## src/rtl/fetch_stage_pkg.sv

```systemverilog
// rtl/fetch_stage_pkg.sv - shared word type and fetch-stage types
//
// cpu_types_pkg : word_t, the datapath word.
// aww_types_pkg : fetch_state_t (2-bit FSM encoding) and ifid_t (IF/ID latch contents).
package cpu_types_pkg;
  typedef logic [31:0] word_t;
endpackage

package aww_types_pkg;
  import cpu_types_pkg::*;

  typedef enum logic [1:0] {
    FETCH         = 2'b00,
    REDIRECT_WAIT = 2'b01,
    HALTED        = 2'b10
  } fetch_state_t;

  typedef struct packed {
    logic  valid;
    word_t instr;
    word_t npc;
  } ifid_t;

  localparam word_t WORD_ALIGN_MASK = 32'hFFFF_FFFC;

  function automatic word_t word_align(input word_t a);
    return a & WORD_ALIGN_MASK;
  endfunction
endpackage

```

## src/rtl/fetch_stage_if.sv

```systemverilog
// rtl/fetch_stage_if.sv - fetch stage bus to hazard unit, branch resolution and icache
//
// Modport fetch : the fetch stage side (control and memory response in, request and IF/ID out).
// Modport ctrl  : the surrounding pipeline / memory side (mirror of fetch).
interface fetch_stage_if;
  import cpu_types_pkg::*;

  logic  pc_WEN;
  logic  ifid_STALL;
  logic  ifid_FLUSH;
  logic  redirect_EN;
  word_t redirect_PC;
  logic  halt_SEEN;
  logic  dpif_ihit;
  word_t imemload;
  logic  imemREN;
  word_t imemaddr;
  logic  ifid_valid;
  word_t ifid_instr;
  word_t ifid_npc;
  logic  fetch_halted;

  modport fetch (
    input  pc_WEN, ifid_STALL, ifid_FLUSH, redirect_EN, redirect_PC,
    input  halt_SEEN, dpif_ihit, imemload,
    output imemREN, imemaddr, ifid_valid, ifid_instr, ifid_npc, fetch_halted
  );

  modport ctrl (
    output pc_WEN, ifid_STALL, ifid_FLUSH, redirect_EN, redirect_PC,
    output halt_SEEN, dpif_ihit, imemload,
    input  imemREN, imemaddr, ifid_valid, ifid_instr, ifid_npc, fetch_halted
  );
endinterface

```

## src/rtl/ifid_reg.sv

```systemverilog
// rtl/ifid_reg.sv - pipeline latch with flush > stall > load > bubble priority
//
// Ports:
//   i_clk, i_rst : clock, asynchronous active-high reset (clears to bubble)
//   i_flush      : load a bubble
//   i_stall      : hold current contents
//   i_load       : capture i_d
//   i_d / o_q    : latch input / registered contents
// With none of flush/stall/load asserted the latch takes a bubble.
module ifid_reg
  import aww_types_pkg::*;
(
  input  logic  i_clk,
  input  logic  i_rst,
  input  logic  i_flush,
  input  logic  i_stall,
  input  logic  i_load,
  input  ifid_t i_d,
  output ifid_t o_q
);
  localparam ifid_t BUBBLE = '0;

  ifid_t r_q;

  always_ff @(posedge i_clk or posedge i_rst) begin
    if (i_rst) begin
      r_q <= BUBBLE;
    end else if (i_flush) begin
      r_q <= BUBBLE;
    end else if (i_stall) begin
      r_q <= r_q;
    end else if (i_load) begin
      r_q <= i_d;
    end else begin
      r_q <= BUBBLE;
    end
  end

  assign o_q = r_q;
endmodule

```

## src/rtl/fetch_stage.sv

```systemverilog
// rtl/fetch_stage.sv - instruction fetch: PC, icache request, redirect and halt handling
//
// Ports:
//   CLK, RST : clock, asynchronous active-high reset
//   bus      : fetch_stage_if.fetch
//     in : pc_WEN, ifid_STALL, ifid_FLUSH, redirect_EN, redirect_PC, halt_SEEN,
//          dpif_ihit, imemload
//     out: imemREN, imemaddr (word aligned), ifid_valid/instr/npc, fetch_halted
// Parameter PC_INIT: PC after reset.
module fetch_stage
  import cpu_types_pkg::*;
  import aww_types_pkg::*;
#(
  parameter word_t PC_INIT = 32'h0000_0000
) (
  input  logic      CLK,
  input  logic      RST,
  fetch_stage_if.fetch bus
);
  fetch_state_t r_state;
  fetch_state_t w_state_nxt;
  word_t        r_pc;
  word_t        r_redir_q;

  logic  w_adv;
  word_t w_pc_plus4;
  word_t w_redir_tgt;
  logic  w_ifid_load;
  ifid_t w_ifid_d;
  ifid_t w_ifid_q;

  assign w_adv       = bus.dpif_ihit & bus.pc_WEN;
  assign w_pc_plus4  = r_pc + 32'd4;  // wraps modulo 2^32
  assign w_redir_tgt = word_align(bus.redirect_PC);

  // ---------------- FSM: state register ----------------
  always_ff @(posedge CLK or posedge RST) begin
    if (RST) r_state <= FETCH;
    else     r_state <= w_state_nxt;
  end

  // ---------------- FSM: next state ----------------
  always_comb begin
    w_state_nxt = r_state;
    if (bus.halt_SEEN || r_state == HALTED) begin
      w_state_nxt = HALTED;  // sticky; only RST leaves
    end else begin
      case (r_state)
        FETCH:         if (bus.redirect_EN && !w_adv) w_state_nxt = REDIRECT_WAIT;
        REDIRECT_WAIT: if (w_adv)                     w_state_nxt = FETCH;
        default:       w_state_nxt = HALTED;
      endcase
    end
  end

  // ---------------- FSM: outputs ----------------
  // Request depends on state and RST only, so no input reaches it combinationally.
  always_comb begin
    bus.imemREN      = 1'b0;
    bus.fetch_halted = 1'b0;
    case (r_state)
      FETCH, REDIRECT_WAIT: bus.imemREN      = !RST;
      HALTED:               bus.fetch_halted = 1'b1;
      default:              bus.imemREN      = 1'b0;
    endcase
  end

  assign bus.imemaddr = word_align(r_pc);

  // ---------------- PC and pending redirect ----------------
  // In REDIRECT_WAIT the outstanding read at the old PC must complete before
  // the target is taken; a redirect arriving on the completing cycle itself
  // is younger than redir_q and wins.
  always_ff @(posedge CLK or posedge RST) begin
    if (RST) begin
      r_pc      <= word_align(PC_INIT);
      r_redir_q <= '0;
    end else if (!bus.halt_SEEN && r_state != HALTED) begin
      case (r_state)
        FETCH: begin
          if (bus.redirect_EN && w_adv)  r_pc      <= w_redir_tgt;
          else if (bus.redirect_EN)      r_redir_q <= w_redir_tgt;
          else if (w_adv)                r_pc      <= w_pc_plus4;
        end
        REDIRECT_WAIT: begin
          if (w_adv)                r_pc      <= bus.redirect_EN ? w_redir_tgt : r_redir_q;
          else if (bus.redirect_EN) r_redir_q <= w_redir_tgt;
        end
        default: r_pc <= r_pc;
      endcase
    end
  end

  // ---------------- IF/ID latch ----------------
  // Only a correct-path hit in FETCH loads; wrong-path and halt cycles bubble.
  assign w_ifid_load    = (r_state == FETCH) & w_adv & !bus.redirect_EN & !bus.halt_SEEN;
  assign w_ifid_d.valid = 1'b1;
  assign w_ifid_d.instr = bus.imemload;
  assign w_ifid_d.npc   = w_pc_plus4;

  ifid_reg u_ifid_reg (
    .i_clk   (CLK),
    .i_rst   (RST),
    .i_flush (bus.ifid_FLUSH),
    .i_stall (bus.ifid_STALL),
    .i_load  (w_ifid_load),
    .i_d     (w_ifid_d),
    .o_q     (w_ifid_q)
  );

  assign bus.ifid_valid = w_ifid_q.valid;
  assign bus.ifid_instr = w_ifid_q.instr;
  assign bus.ifid_npc   = w_ifid_q.npc;
endmodule
```

## src/flat_wrapper.sv

```systemverilog
// flat-port wrapper written by rule: the top's interface ports become plain ports
module fetch_stage_flat import cpu_types_pkg::*; import aww_types_pkg::*;
#(
  parameter word_t PC_INIT = 32'h0000_0000
)
  (CLK, RST, bus_pc_WEN, bus_ifid_STALL, bus_ifid_FLUSH, bus_redirect_EN, bus_redirect_PC, bus_halt_SEEN, bus_dpif_ihit, bus_imemload, bus_imemREN, bus_imemaddr, bus_ifid_valid, bus_ifid_instr, bus_ifid_npc, bus_fetch_halted);
  fetch_stage_if bus_i ();
  input  logic CLK;
  input  logic RST;
  input wire logic [$bits(bus_i.pc_WEN)-1:0] bus_pc_WEN;
  input wire logic [$bits(bus_i.ifid_STALL)-1:0] bus_ifid_STALL;
  input wire logic [$bits(bus_i.ifid_FLUSH)-1:0] bus_ifid_FLUSH;
  input wire logic [$bits(bus_i.redirect_EN)-1:0] bus_redirect_EN;
  input wire logic [$bits(bus_i.redirect_PC)-1:0] bus_redirect_PC;
  input wire logic [$bits(bus_i.halt_SEEN)-1:0] bus_halt_SEEN;
  input wire logic [$bits(bus_i.dpif_ihit)-1:0] bus_dpif_ihit;
  input wire logic [$bits(bus_i.imemload)-1:0] bus_imemload;
  output wire logic [$bits(bus_i.imemREN)-1:0] bus_imemREN;
  output wire logic [$bits(bus_i.imemaddr)-1:0] bus_imemaddr;
  output wire logic [$bits(bus_i.ifid_valid)-1:0] bus_ifid_valid;
  output wire logic [$bits(bus_i.ifid_instr)-1:0] bus_ifid_instr;
  output wire logic [$bits(bus_i.ifid_npc)-1:0] bus_ifid_npc;
  output wire logic [$bits(bus_i.fetch_halted)-1:0] bus_fetch_halted;
  assign bus_i.pc_WEN = bus_pc_WEN;
  assign bus_i.ifid_STALL = bus_ifid_STALL;
  assign bus_i.ifid_FLUSH = bus_ifid_FLUSH;
  assign bus_i.redirect_EN = bus_redirect_EN;
  assign bus_i.redirect_PC = bus_redirect_PC;
  assign bus_i.halt_SEEN = bus_halt_SEEN;
  assign bus_i.dpif_ihit = bus_dpif_ihit;
  assign bus_i.imemload = bus_imemload;
  assign bus_imemREN = bus_i.imemREN;
  assign bus_imemaddr = bus_i.imemaddr;
  assign bus_ifid_valid = bus_i.ifid_valid;
  assign bus_ifid_instr = bus_i.ifid_instr;
  assign bus_ifid_npc = bus_i.ifid_npc;
  assign bus_fetch_halted = bus_i.fetch_halted;
  fetch_stage #(.PC_INIT(PC_INIT)) u_core (.CLK(CLK), .RST(RST), .bus(bus_i));
endmodule
```

## config.mk

```make
export PLATFORM = sky130hd
export DESIGN_NAME = fetch_stage_flat
export DESIGN_NICKNAME = d
export VERILOG_FILES = /design/src/rtl/fetch_stage_pkg.sv /design/src/rtl/fetch_stage_if.sv /design/src/rtl/ifid_reg.sv /design/src/rtl/fetch_stage.sv /design/src/flat_wrapper.sv
export SDC_FILE = /design/constraint.sdc
export NUM_CORES = 1
export LEC_CHECK = 0
export CAP_MARGIN = 5
export CELL_PAD_IN_SITES_DETAIL_PLACEMENT = 1
export CELL_PAD_IN_SITES_GLOBAL_PLACEMENT = 1
export CORE_AREA = 2 2 113 159
export DETAILED_ROUTE_END_ITERATION = 12
export DIE_AREA = 0 0 115 161
export HOLD_SLACK_MARGIN = 0.08
export PLACE_DENSITY_LB_ADDON = 0.1
export REMOVE_ABC_BUFFERS = 1
export SKIP_LAST_GASP = 1
export SLEW_MARGIN = 20
export SYNTH_ARGS = -nofsm -noshare
export SYNTH_HDL_FRONTEND = slang
export SYNTH_HIERARCHICAL = 1
export SYNTH_SLANG_ARGS = --single-unit
```

## constraint.sdc

```tcl
create_clock -name CLK -period 3.9 [get_ports CLK]
set_input_delay 1.17 -clock CLK [delete_from_list [all_inputs] [get_ports CLK]]
set_output_delay 1.17 -clock CLK [all_outputs]
set_load 0.05 [all_outputs]
```

==> impl_results.md <==
- Port bufs: around 170
- Cell Area, Synth: 6865 µm²
- Final worst-path cycle share: 81.63%
- Core area: 17120 µm²
- Top-area cell type share of the netlist area: between 40% and 50%
- Area of the multi-input gates: 3043 µm²
- Share of cells above drive strength 1: 15.88%
- H-Tree Depth: 4
- Routability Congestion: about 0.85
- Post-route ant nets: 0
- Final wirelength: ~21000 µm
- Max Fanout on Critical Path: 3
- Via count: 5770
- Max Transition Viols Final: 0
- Worst Tran Pin Value: 0.9312 ns
- Setup crit start kind: input port
- Post-synth top cells: 131 x dfrtp_1, 59 x nand2_1, 55 x a21oi_1
- Layout Nets: 860
- FF+latch count, synth: 131
- Largest net degree at the start of global routing: 45
- Synth area leaders: dfrtp_1 48%, a32o_2 5.2%, mux2_2 4.8%, a21oi_1 4.0%, nand3b_1 3.8%
- Synth async-reset ratio: between 90% and 100%
- Clock sink count: between 100 and 150
- DP Wirelength: roughly 15000 µm
- Power Density: 370.1 nW/µm²
- Achievable Freq: about 0.31 GHz
- Hold Violations, Final: 0
- Final setup violation count: 0
- Register area share after synthesis: about 48%
- Clock Latency Late Sink: 0.42 ns
- Antenna violations before repair: 0
- Clock tree buffer depth: 2
- Place WS: ~0.59 ns
- Root buf cell: clkbuf_16
- Storage cell area: ~3300 µm²
- Routed len/inst: 21.20 µm
- Die Ht: between 150 and 200 µm
- Layout fillers: between 1500 and 2000
- Slowest cell on the critical path: clkdlybuf4s50_1
- Outcome: completed
- Drt drc: 0
- Critical Path End Type: primary output
- Cts bufs inserted: 17
- Finished Layout Cells: 1006
- First-pass GRT wire length: roughly 34000 µm
- DIE AREA: between 15000 and 20000 µm²
- Tmin final: 3.184 ns
- Crit Path Class: input port to primary output
- Num ports: approximately 170
- RSZ-0062 raised after global routing: no
- Initial Utilization: 40.11%
- Unique masters post-synth: 60
- Max_cap viols: 0
- Worst path max stage delay: between 0.4 and 0.5 ns
- Post-cts repair resize count: 0
- Syn Area/Cell: roughly 10 µm²
- GRT Overall Usage: 23.63%
- Count leader, synth: dfrtp_1
- Critical path, cell by cell: clkdlybuf4s50_1 -> nor2_1 -> buf_12
- CTS Hold Bufs: 0
- Yosys Warn Count: 6
- Yosys top cell by area: dfrtp_1
- Number of synthesized flops with an enable pin: 0
- Leakage: ~0.0039 µW
- Clock Skew: 0.01276 ns
- Rel. slew slack: between 30% and 40%
- Bufs and invs on worst path: 2
- Number of global-route vias before repair: 6219
- CTS tree: yes
- Hold Path Class: flop to flop
- Drt pass-1 iters: 4
- Inst Count DP: around 1000
- # Post-CTS Setup Buffers: 0
- Diodes inserted: 0
- CP required: roughly 2.7 ns
- Reg clk slew, reported paths: around 0.07 ns
- Starting DRC count in detailed routing: between 300 and 400
- VDD IR max: around 0.00026 V
- CP delay by family, top: buffers and inverters
- Total power: around 3300 µW
- Worst EP arrival: around 2 ns
- GR Overflow Total: 0
- Rows: between 50 and 60
- Area growth syn-to-layout: 31.60%
- Synth Flop Type: dfrtp_1
- Via density: 5.736
- Die W: between 100 and 150 µm
- Synth Instances: between 600 and 700
- Fin worst setup slack: around 0.72 ns
report_power, final:
part	internal, µW	switching [µW]	total (µW)
clock network	886	641	1530
logic	159	209	368
registers	1400	47.8	1450
state kept, by name, summed over array words and instances, names as in the netlist:
register / count
u_core/r_pc: 32
u_core/u_ifid_reg/o_q: 65
u_core/r_redir_q: 32
u_core/r_state: 2
tightest hold or removal path, delay by kind of cell (launching register included):
family | cells | cell delay, ns
flops | 1 | 0.35
compound gates | 1 | 0.06
simple gates | 1 | 0.05
per-layer routing:
metal	routed length [µm]	track usage, %	vias up
met5	0	0	-
met3	1042	3.940	39
met2	11090	41.95	184
met4	505	7.941	0
li1	-	-	2644
met1	8691	28.77	2903
metrics by stage:
stage	instance area (µm²)	utilization (%)	TNS [ns]	hold WS, ns
finish	9035	52.79	0	0.4878
global route	9035	52.79	0	0.5182
CTS	9035	52.79	0	0.4920
detailed placement	8474	49.51	0	0.4772
global placement	8474	49.51	0	0.4646
floorplan	6370	-	-83.74	0.4505
cells by family after synthesis:
logic type	after synthesis	share of synthesized area, %
compound gates	172	18.39
xor+xnor	27	3.445
fa+ha+maj	1	0.1822
buf+inv	97	8.092
flops	131	47.75
mux	42	6.652
other cells	2	0.1094
simple gates	193	15.38
cell usage in the layout, fill, tap and decap left out, types with 17 or more instances in the layout:
| master | instances |
|---|---|
| a32o_2 | 32 |
| dfrtp_1 | 131 |
| o21ai_0 | 29 |
| xnor2_1 | 19 |
| mux2_2 | 29 |
| nand2_1 | 59 |
| clkbuf_16 | 17 |
| nor2_1 | 29 |
| nand3b_1 | 35 |
| a21oi_1 | 55 |
| clkdlybuf4s50_1 | 164 |
worst paths after layout:
path                                             endpoint  slack [ns]                  from  depth (start not counted)
worst max-delay path                          bus_imemREN        0.72                   RST                          3
worst min-delay path                 u_core/r_redir_q[31]        0.49  u_core/r_redir_q[31]                          2
worst max register to register  u_core/u_ifid_reg/o_q[30]        0.89        u_core/r_pc[2]                          8
worst min register to register       u_core/r_redir_q[31]        0.49  u_core/r_redir_q[31]                          2
max in group asynchronous            u_core/r_redir_q[25]        2.01                   RST                          3
min in group asynchronous        u_core/u_ifid_reg/o_q[2]        1.19                   RST                          2
final cells by class:
type	instances	area share (%)
flip-flops and latches	131	36.28
multi-input cells	438	33.68
repair buffers	184	20.36
clock buffers	19	4.792
well taps	206	2.853
clock inverters	13	1.413
inverters	15	0.6232
(Power assumes the default switching activity.)
